===== src/rtl/vec_scalar_operand_fetch.sv =====
`timescale 1ns/1ps
`default_nettype none
// ============================================================================
// vec_scalar_operand_fetch : vector-side requester for the scalar rs1 read
// port; returns tagged operands (with write-event bypass) through a FIFO.
// Revision: 1.0
// ============================================================================
module vec_scalar_operand_fetch #(
   parameter int DEPTH        = 4,
   parameter int TAG_W        = 4,
   parameter int STARVE_LIMIT = 16
) (
   input  logic             clk_i,
   input  logic             rst_i,
   input  logic             flush_i,
   input  logic             req_valid_i,
   output logic             req_ready_o,
   input  logic [4:0]       req_rs1_i,
   input  logic [TAG_W-1:0] req_tag_i,
   output logic             rs1_addr_Ven_o,
   output logic [5:0]       rs1_addr_o,
   input  logic [63:0]      rs1_data_i,
   input  logic             port_gnt_i,
   output logic             stall_scalar_o,
   input  logic [69:0]      reg_file_wr_event_i,
   output logic             rsp_valid_o,
   input  logic             rsp_ready_i,
   output logic [63:0]      rsp_data_o,
   output logic [TAG_W-1:0] rsp_tag_o
);

   localparam int c_PTR_W = (DEPTH > 1) ? $clog2(DEPTH) : 1;
   localparam int c_CNT_W = $clog2(DEPTH + 1);
   localparam int c_STV_W = $clog2(STARVE_LIMIT + 1);
   localparam logic [c_CNT_W-1:0] c_DEPTH    = c_CNT_W'(DEPTH);
   localparam logic [c_STV_W-1:0] c_STV_MAX  = c_STV_W'(STARVE_LIMIT);

   typedef enum logic [0:0] {
      S_IDLE = 1'b0,
      S_REQ  = 1'b1
   } state_t;

   state_t             r_state;
   state_t             w_state_nxt;
   logic [4:0]         r_idx;
   logic [TAG_W-1:0]   r_tag;
   logic [c_STV_W-1:0] r_starve;
   logic [c_PTR_W-1:0] r_wr_ptr;
   logic [c_PTR_W-1:0] r_rd_ptr;
   logic [c_CNT_W-1:0] r_count;
   logic [63:0]        r_mem_data [DEPTH];
   logic [TAG_W-1:0]   r_mem_tag  [DEPTH];

   logic               w_push;
   logic [63:0]        w_push_data;
   logic [TAG_W-1:0]   w_push_tag;
   logic               w_pop;
   logic               w_latch;
   logic               w_ready;
   logic               w_nonempty;
   logic               w_ev_hit;

   assign w_nonempty = (r_count != '0);
   assign w_pop      = w_nonempty & rsp_ready_i;
   // A scalar write landing on the same register this cycle is newer than the read port data.
   assign w_ev_hit   = reg_file_wr_event_i[0] & (reg_file_wr_event_i[69:65] == r_idx);

   always_comb begin
      w_state_nxt    = r_state;
      w_push         = 1'b0;
      w_push_data    = '0;
      w_push_tag     = '0;
      w_latch        = 1'b0;
      w_ready        = 1'b0;
      rs1_addr_Ven_o = 1'b0;
      rs1_addr_o     = '0;
      stall_scalar_o = 1'b0;
      case (r_state)
         S_IDLE: begin
            w_ready = ~rst_i & ~flush_i & (r_count < c_DEPTH);
            if (req_valid_i && w_ready) begin
               if (req_rs1_i == 5'd0) begin
                  w_push     = 1'b1;
                  w_push_tag = req_tag_i;
               end else begin
                  w_latch     = 1'b1;
                  w_state_nxt = S_REQ;
               end
            end
         end
         S_REQ: begin
            rs1_addr_Ven_o = 1'b1;
            rs1_addr_o     = {1'b0, r_idx};
            stall_scalar_o = (r_starve >= c_STV_MAX);
            if (port_gnt_i) begin
               w_push      = 1'b1;
               w_push_data = w_ev_hit ? reg_file_wr_event_i[64:1] : rs1_data_i;
               w_push_tag  = r_tag;
               w_state_nxt = S_IDLE;
            end
         end
         default: w_state_nxt = S_IDLE;
      endcase
      if (flush_i) begin
         w_state_nxt = S_IDLE;
         w_push      = 1'b0;
         w_latch     = 1'b0;
      end
   end

   assign req_ready_o = w_ready;

   always_ff @(posedge clk_i) begin
      if (rst_i) begin
         r_state <= S_IDLE;
         r_idx   <= '0;
         r_tag   <= '0;
      end else begin
         r_state <= w_state_nxt;
         if (w_latch) begin
            r_idx <= req_rs1_i;
            r_tag <= req_tag_i;
         end
      end
   end

   always_ff @(posedge clk_i) begin
      if (rst_i || flush_i || (r_state != S_REQ) || port_gnt_i) begin
         r_starve <= '0;
      end else if (r_starve != c_STV_MAX) begin
         r_starve <= r_starve + 1'b1;
      end
   end

   always_ff @(posedge clk_i) begin
      if (rst_i || flush_i) begin
         r_wr_ptr <= '0;
         r_rd_ptr <= '0;
         r_count  <= '0;
      end else begin
         if (w_push) r_wr_ptr <= r_wr_ptr + 1'b1;
         if (w_pop)  r_rd_ptr <= r_rd_ptr + 1'b1;
         case ({w_push, w_pop})
            2'b10:   r_count <= r_count + 1'b1;
            2'b01:   r_count <= r_count - 1'b1;
            default: r_count <= r_count;
         endcase
      end
   end

   always_ff @(posedge clk_i) begin
      if (w_push) begin
         r_mem_data[r_wr_ptr] <= w_push_data;
         r_mem_tag[r_wr_ptr]  <= w_push_tag;
      end
   end

   assign rsp_valid_o = w_nonempty;
   assign rsp_data_o  = w_nonempty ? r_mem_data[r_rd_ptr] : '0;
   assign rsp_tag_o   = w_nonempty ? r_mem_tag[r_rd_ptr]  : '0;

endmodule
`default_nettype wire


===== config.mk =====
export PLATFORM = sky130hd
export DESIGN_NAME = vec_scalar_operand_fetch
export DESIGN_NICKNAME = d
export VERILOG_FILES = /design/src/rtl/vec_scalar_operand_fetch.sv
export SDC_FILE = /design/constraint.sdc
export NUM_CORES = 1
export LEC_CHECK = 0
export BUFFER_PORTS_ARGS = -buffer_cell sky130_fd_sc_hd__buf_2
export CORE_MARGIN = 2
export CORE_UTILIZATION = 35
export CTS_CLUSTER_DIAMETER = 50
export DETAILED_ROUTE_END_ITERATION = 16
export PLACE_DENSITY = 0.6
export SLEW_MARGIN = 20
export SYNTH_ARGS = -nofsm -noshare
export SYNTH_HDL_FRONTEND = slang
export SYNTH_SLANG_ARGS = --single-unit

===== constraint.sdc =====
create_clock -name clk_i -period 8.6 [get_ports clk_i]
set_clock_uncertainty 0.05 [all_clocks]
set_input_delay 0.43 -clock clk_i [delete_from_list [all_inputs] [get_ports clk_i]]
set_output_delay 0.43 -clock clk_i [all_outputs]
set_load 0.02 [all_outputs]

# Word level (Yosys, flattened, before mapping)
# Memories as Yosys holds them, arrays and structs flattened. A register that Yosys moved wholly into a read port is not among the register bits.
# Cells that the tools add are included.
# word_totals
ff_bits	22
ram_bits	272
in_bits	149
output_inout_bits	78
n_memories	2
# memory_table
memory	depth	width	read_ports	rd_clocked_by_memory_dff	write_ports	line_no	source
r_mem_data	4	64	1	1	1	51	logic [63:0] r_mem_data [DEPTH];
r_mem_tag	4	4	1	1	1	52	logic [TAG_W-1:0] r_mem_tag [DEPTH];
# op_classes
addsub	5
magnitude_cmp	2
n_eq_ne	4
n_mux	31
n_bitwise	7
n_reduce_logical	8
# op_table
op	count
$mux 64	4
$mux 4	4
$mux 1	14
$mux 2	4
$pmux 4 s2	1
$pmux 3 s2	1
$add 5x1->5 const B	1
$eq 5x5->1	1
$ge 5x5->1 const B	1
$logic_not 5->1	1
$mux 5	1
$ne 5x5->1 const B	1
$add 2x1->2 const B	2
$and 1x1->1	4
$pmux 1 s2	2
$add 3x1->3 const B	1
$logic_or 1x1->1	3
$lt 3x3->1 const B	1
$not 1->1	3
$reduce_bool 3->1	1
$sub 3x1->3 const B	1
$eq 2x1->1 const B	1
$eq 2x2->1 const B	1
$reduce_bool 2->1	1
other kinds (2)	2

# Longest topological paths before layout
# Gate-level depths: netlist of run 1.
# logic_depth
word_depth	9
mapped_depth	12
depth_no_buf	10

# Worst setup path before layout of run 1
# OpenSTA, ideal clock, no wires.
# synth_path
path_kind	flip-flop to flip-flop
start	reg r_state
end	mem r_mem_data[0][0], enable pin
t_arrival_ps	3151
path_slack_ps	4965
path_stages_with_launch	7
synth_period_minus_slack_ps	3635
cell_sequence	dfxtp_1 buf_2 nor4_4 and4bb_1 buf_6 or2_4 and2_1
# synth_via
elab_chain_cells	5
# synth_rtl
element	line_no	source
start: declaration	43	state_t r_state;
start signal: assignment	119	r_state <= w_state_nxt;
$not 1->1	-	
$pmux 1 s2 (*)	78	case (r_state)
$mux 1 (*)	104	if (flush_i) begin
$mux 1 (*)	152	if (w_push) begin
$mux 1 (implied by the code) (*)	153	r_mem_data[r_wr_ptr] <= w_push_data;
end: declaration	51	
# Mark *: on every way between the ends. The rest lies on a longest branch, timed or not.

==> impl_metrics.toml, run 1 <==
[sta]
whs_ns = 0.1334
hold_violations = 0
drv_slew = 0
min_period_ns = 3.472
clock.fmax_ghz = 0.2880
min_period_over_period_pct = 40.37
relSlewSlack_pct = 29.13
setup_viol = 0
tightest_slew_ns = 1.063
fin_tns_setup_ns = 0
grt_setup_unrepaired = "false"

[worst_hold_path]
hp-class = "primary input to flop"
hold_depth = 3
hp-start = "req_tag_i[3]"

[placement]
gp_congestion = 0.7201
dp_hpwl_um = 17500
numPortBuffers = 225

[drt]
wl_um = 28830
drtIter0Drc = 462
via_count = 7489
post_drt_via_cell_ratio = 5.026
wire_per_inst_um = 19.35
first_pass_iters = 4
drc = 0
antenna_left = 0

[finish]
diodes = 0
fin_nets = 1161
area_delta_synth_final_pct = 21.34
drive_above_1_share_pct = 36.25

[global_route]
grt_remaining_overflow = 0
grt_pass1_wl_um = 43700
grt_pass1_vias = 7660
grt_util_all_layers_pct = 15.09
grt_start_max_net_pins = 72
antenna_found_initial = 1

[pwr]
peakVddDrop_mv = 0.1114
leakage_nw = 5.142
cellPowerDensity_nw_per_um2 = 202.7

[flow_run]
maxCapViolations = 0

[setup_path]
critPathArrivalTime_ns = 2.99
required_ns = 8.12
worstSetupStartpointType = "flop"
crit_path_max_fanout = 41
end_kind = "primary output"
reg2regPathDepth = 5
r2r_start = "r_state"
worst-setup-path-type = "flop to primary output"

[die]
initial_core_util_pct = 35.53
die_h_um = 193.8
num_rows = 69
dieArea_sq_um = 37550
chipWidth_um = 193.8
coreArea_sq_um = 35480
ios = 227

[yosys]
syn_nets = 952
yosysWarningCount = 0
syn_area_per_cell_sq_um = 15.86
ys_seq_area_share_pct = 68.60
synth_edf_count = 272
syn_area_sq_um = 12610
synthFlopType = "edfxtp_1"
syn_inst = 795
synth_async_sr_flop_share_pct = 0
synth.ff_latch_count = 296
ys_types = 37

[clock_tree]
cts_hold_buf = 0
cts_root_buf = "clkbuf_16"
clk_latency_ns = 0.50
cts_setup_buffers = 0
htreeDepth = 2
cts_tree = "done"
cts_num_sinks = 296
clk_pin_slew_worst_paths_ns = 0.06
cts_made_buffers = 34
cts_resized = 0
cts_buffer_depth = 3

[run_status]
status = "finished clean"
layout by cell type, fill, tap and decap left out, types with 2 or more instances in the layout:
master     instances
and2_1            76
or2_2              2
bufinv_16          3
clkinv_1           4
o211ai_1           2
buf_12             2
a22o_1             4
clkbuf_16         35
clkbuf_1           6
nand2_1            3
clkinv_2           5
buf_2            225
buf_4              7
xnor2_1            8
dfxtp_1           22
xor2_1             5
ha_1               7
inv_6              3
mux4_2            68
clkbuf_8           2
dfxtp_4            2
mux2i_1            8
a21oi_1           68
inv_1              8
and2_4             4
nand3_1           69
nor2_1            20
o21ai_0           65
edfxtp_1         272
per-layer routing:
layer	share of wire, %	GRT usage (%)
met5	0.045	0
met4	1.7	3.478
met3	6.1	3.757
met2	48	25.33
met1	44	19.81
path summary, 6_finish.rpt:
path	slack (ns)	endpoint
max	5.13	rsp_data_o[4]
min	0.13	r_tag[3]
max reg2reg	5.72	r_mem_data[1][38]
min reg2reg	0.44	r_idx[4]
cells in the mapped netlist (2+ instances only):
cell | count | area [sq um]
or2_2 | 2 | 12.51
edfxtp_1 | 272 | 8168
mux2i_1 | 8 | 80.08
a21oi_1 | 68 | 340.3
and2_1 | 81 | 506.7
ha_1 | 7 | 87.58
buf_2 | 16 | 80.08
xor2_1 | 5 | 43.79
xnor2_1 | 8 | 70.07
nand2_1 | 5 | 18.77
a22o_1 | 4 | 35.03
dfxtp_1 | 24 | 480.5
mux4_2 | 68 | 1531
nor2_1 | 20 | 75.07
inv_1 | 8 | 30.03
o21ai_0 | 65 | 325.3
o211ai_1 | 2 | 15.01
buf_4 | 4 | 30.03
buf_1 | 4 | 15.01
clkbuf_1 | 37 | 138.9
nand3_1 | 69 | 345.3
buf_6 | 2 | 22.52
or3_1 | 2 | 12.51
state kept, by name, indices dropped and copies added, names as in the netlist, named ones only:
name,flops
r_idx,5
r_count,3
r_mem_tag,16
r_mem_data,256
r_wr_ptr,2
r_tag,4
r_state,1
r_starve,5
r_rd_ptr,2
power breakdown:
part	switching (W)	total, W	internal, W
Clock	0.000557	0.00142	0.000860
Combinational	0.0000689	0.000117	0.0000482
Sequential	0.00000355	0.00157	0.00156
Total	0.000629	0.00310	0.00247
worst max-delay path: stages, from the launching register on:
cell,delay [ns]
dfxtp_4,0.74
buf_4,0.78
mux4_2,0.59
and2_1,0.20
buf_2,0.16
area by class of cell:
class | instances | area [sq um]
inverter | 8 | 30.03
timing repair buffer | 236 | 1254
clock buffer | 43 | 925.9
sequential | 296 | 8656
tap | 461 | 576.8
multi-input combinational | 428 | 3666
fill | 3217 | 20190
clock inverter | 18 | 188.9
through the flow:
step	instance area, sq um	setup WS (ns)	power [W]	utilization [%]	std cells
2_1_floorplan	12610	4.965	0.001658	-	795
3_3_place_gp	14100	5.469	0.001713	39.74	1425
3_5_place_dp	14130	5.448	0.001716	39.82	1426
4_1_cts	15240	4.957	0.003135	42.96	1487
5_1_grt	15300	4.838	0.003203	43.11	1490
6_report	15300	5.128	0.003101	43.11	1490
kinds of logic (layout without fill, tap and decap cells):
family / Yosys count / in the layout / synth area share, %
DFF: 296 / 296 / 68.60
and+or+nand+nor: 189 / 189 / 8.525
other: 1 / 1 / 0.02975
adders and majority gates: 8 / 8 / 0.8535
AOI/OAI and AO/OA: 141 / 141 / 5.796
buffers and inverters: 71 / 305 / 2.511
xor gates and xnor gates: 13 / 13 / 0.9031
muxes: 76 / 76 / 12.78
Power figures use the tool's default switching activity.
==> run 2, diff against run 1 <==
==> constraint.sdc (replaced) <==
create_clock -name clk_i -period 3.25 [get_ports clk_i]
set_clock_uncertainty 0.05 [all_clocks]
set_input_delay 0.1625 -clock clk_i [delete_from_list [all_inputs] [get_ports clk_i]]
set_output_delay 0.1625 -clock clk_i [all_outputs]
set_load 0.02 [all_outputs]
==> impl_metrics.toml, run 2 (synthesis gave the netlist of run 1 again) <==
[finish]
fin_nets = 1189
fillers = 3143
stdcell_count = 1518
top_regs = "r_mem_data x256, r_mem_tag x16"
largest_register_ff_count = 256
top_register = "r_mem_data"
final_cell_mix = "edfxtp_1 (272), buf_2 (225), and2_1 (76)"
drive_above_1_share_pct = 35.73
area_delta_synth_final_pct = 23.49
layout_commonest_cell = "edfxtp_1"

[placement]
numPortBuffers = 225
pre_cts_slack_ns = 0.5746
gp_congestion = 0.7545
dp.cells = 1436
dp_hpwl_um = 18590

[sta]
setup_viol = 0
min_period_over_period_pct = 83.06
clock.fmax_ghz = 0.3705
tightest_slew_ns = 0.8946
min_period_ns = 2.699
fin_tns_setup_ns = 0
hold_violations = 0
grt_setup_unrepaired = "false"
relSlewSlack_pct = 40.15
fin_ws_ns = 0.5507
drv_slew = 0

[setup_path]
end_kind = "flop"
cpPeakStageDelay_ns = 0.56
worst-setup-path-type = "flop to flop"
path_common_cell = "inv_1"
critPathArrivalTime_ns = 3.08
slowest_stage = "dfxtp_1"
worstSetupStartpointType = "flop"
required_ns = 3.63
path_cells = "nor4_4 > and4bb_1 > or2_4 > inv_1 > ha_1 > inv_1 > fa_1 > xor2_1 > or3_1 > a21oi_1"
crit_path_max_fanout = 11

[drt]
wl_um = 30040
wire_per_inst_um = 19.79
antenna_left = 0
post_drt_via_cell_ratio = 5.090
drtIter0Drc = 503
via_count = 7727
first_pass_iters = 4
drc = 0

[flow_run]
maxCapViolations = 0

[pwr]
leakage_nw = 5.257
peakVddDrop_mv = 0.3577
finalPower_w = 0.008038
cellPowerDensity_nw_per_um2 = 516.3

[worst_hold_path]
hp-class = "primary input to flop"

[die]
dieArea_sq_um = 37550
die_h_um = 193.8
ios = 227
initial_core_util_pct = 35.53
chipWidth_um = 193.8
num_rows = 69
coreArea_sq_um = 35480

[clock_tree]
cts_setup_buffers = 0
clk_pin_slew_worst_paths_ns = 0.06
cts_root_buf = "clkbuf_16"
cts_num_sinks = 296
clk_latency_ns = 0.50
cts_buffer_depth = 3
cts_made_buffers = 34
cts_tree = "done"
htreeDepth = 2

[global_route]
grt_pass1_vias = 7977
grt_remaining_overflow = 0
grt_pass1_wl_um = 45880
antenna_found_initial = 2
grt_start_max_net_pins = 71
grt_util_all_layers_pct = 15.88

[run_status]
status = "finished clean"
run 2: layout make-up:
| cell class | instances | area (sq um) | area share [%] |
|---|---|---|---|
| diodes | 2 | 5.005 | 0.03215 |
| clock buffers | 40 | 904.6 | 5.810 |
| clock inverters | 19 | 151.4 | 0.9724 |
| inverters | 8 | 30.03 | 0.1929 |
| multi-input cells | 428 | 3661 | 23.52 |
| flip-flops and latches | 296 | 8656 | 55.60 |
| well taps | 461 | 576.8 | 3.705 |
| repair buffers | 264 | 1584 | 10.17 |
run 2: path summary, 6_finish.rpt:
check	start	endpoint	slack, ns	cells past startpoint
setup / recovery	r_state	r_count[2]	0.55	10
hold / removal	req_valid_i	r_state	0.03	3
setup reg to reg	r_state	r_count[2]	0.55	10
hold reg to reg	r_count[1]	r_count[1]	0.48	2
run 2: power breakdown:
group,switching (W),internal (W)
sequential,0.00000925,0.00414
combinational,0.000189,0.000145
clock,0.00147,0.00209
run 2: metrics by stage:
| step | hold slack, ns | area, sq um | utilization (%) |
|---|---|---|---|
| 4_1_cts | 0.01359 | 15560 | 43.86 |
| 6_report | 0.03047 | 15570 | 43.88 |
| 3_5_place_dp | 0.3806 | 14300 | 40.29 |
| 3_3_place_gp | 0.3735 | 14300 | 40.29 |
| 2_1_floorplan | 0.2564 | 12610 | - |
| 5_1_grt | 0.04984 | 15560 | 43.86 |
run 2: timing repair:
item / 4_1_cts / 5_1_grt
resized for setup: 0 / 0
hold buffers: 21 / 0
endpoints found under the hold margin: 10 / 0
run 2: layer usage:
metal	vias up	global-route usage, %	part of all wire, %
met1	3889	22.54	46
met3	35	3.253	6.3
met4	0	4.100	1.6
met2	249	25.05	46
met5	-	0	0
li1	3554	-	-
run 2: worst max-delay path, delay by kind of cell (launching register included):
family	cells	cell delay [ns]
compound gates	1	0.14
xor+xnor	1	0.16
buf+inv	2	0.12
fa+ha+maj	2	0.54
flops	1	0.56
simple gates	4	1.06
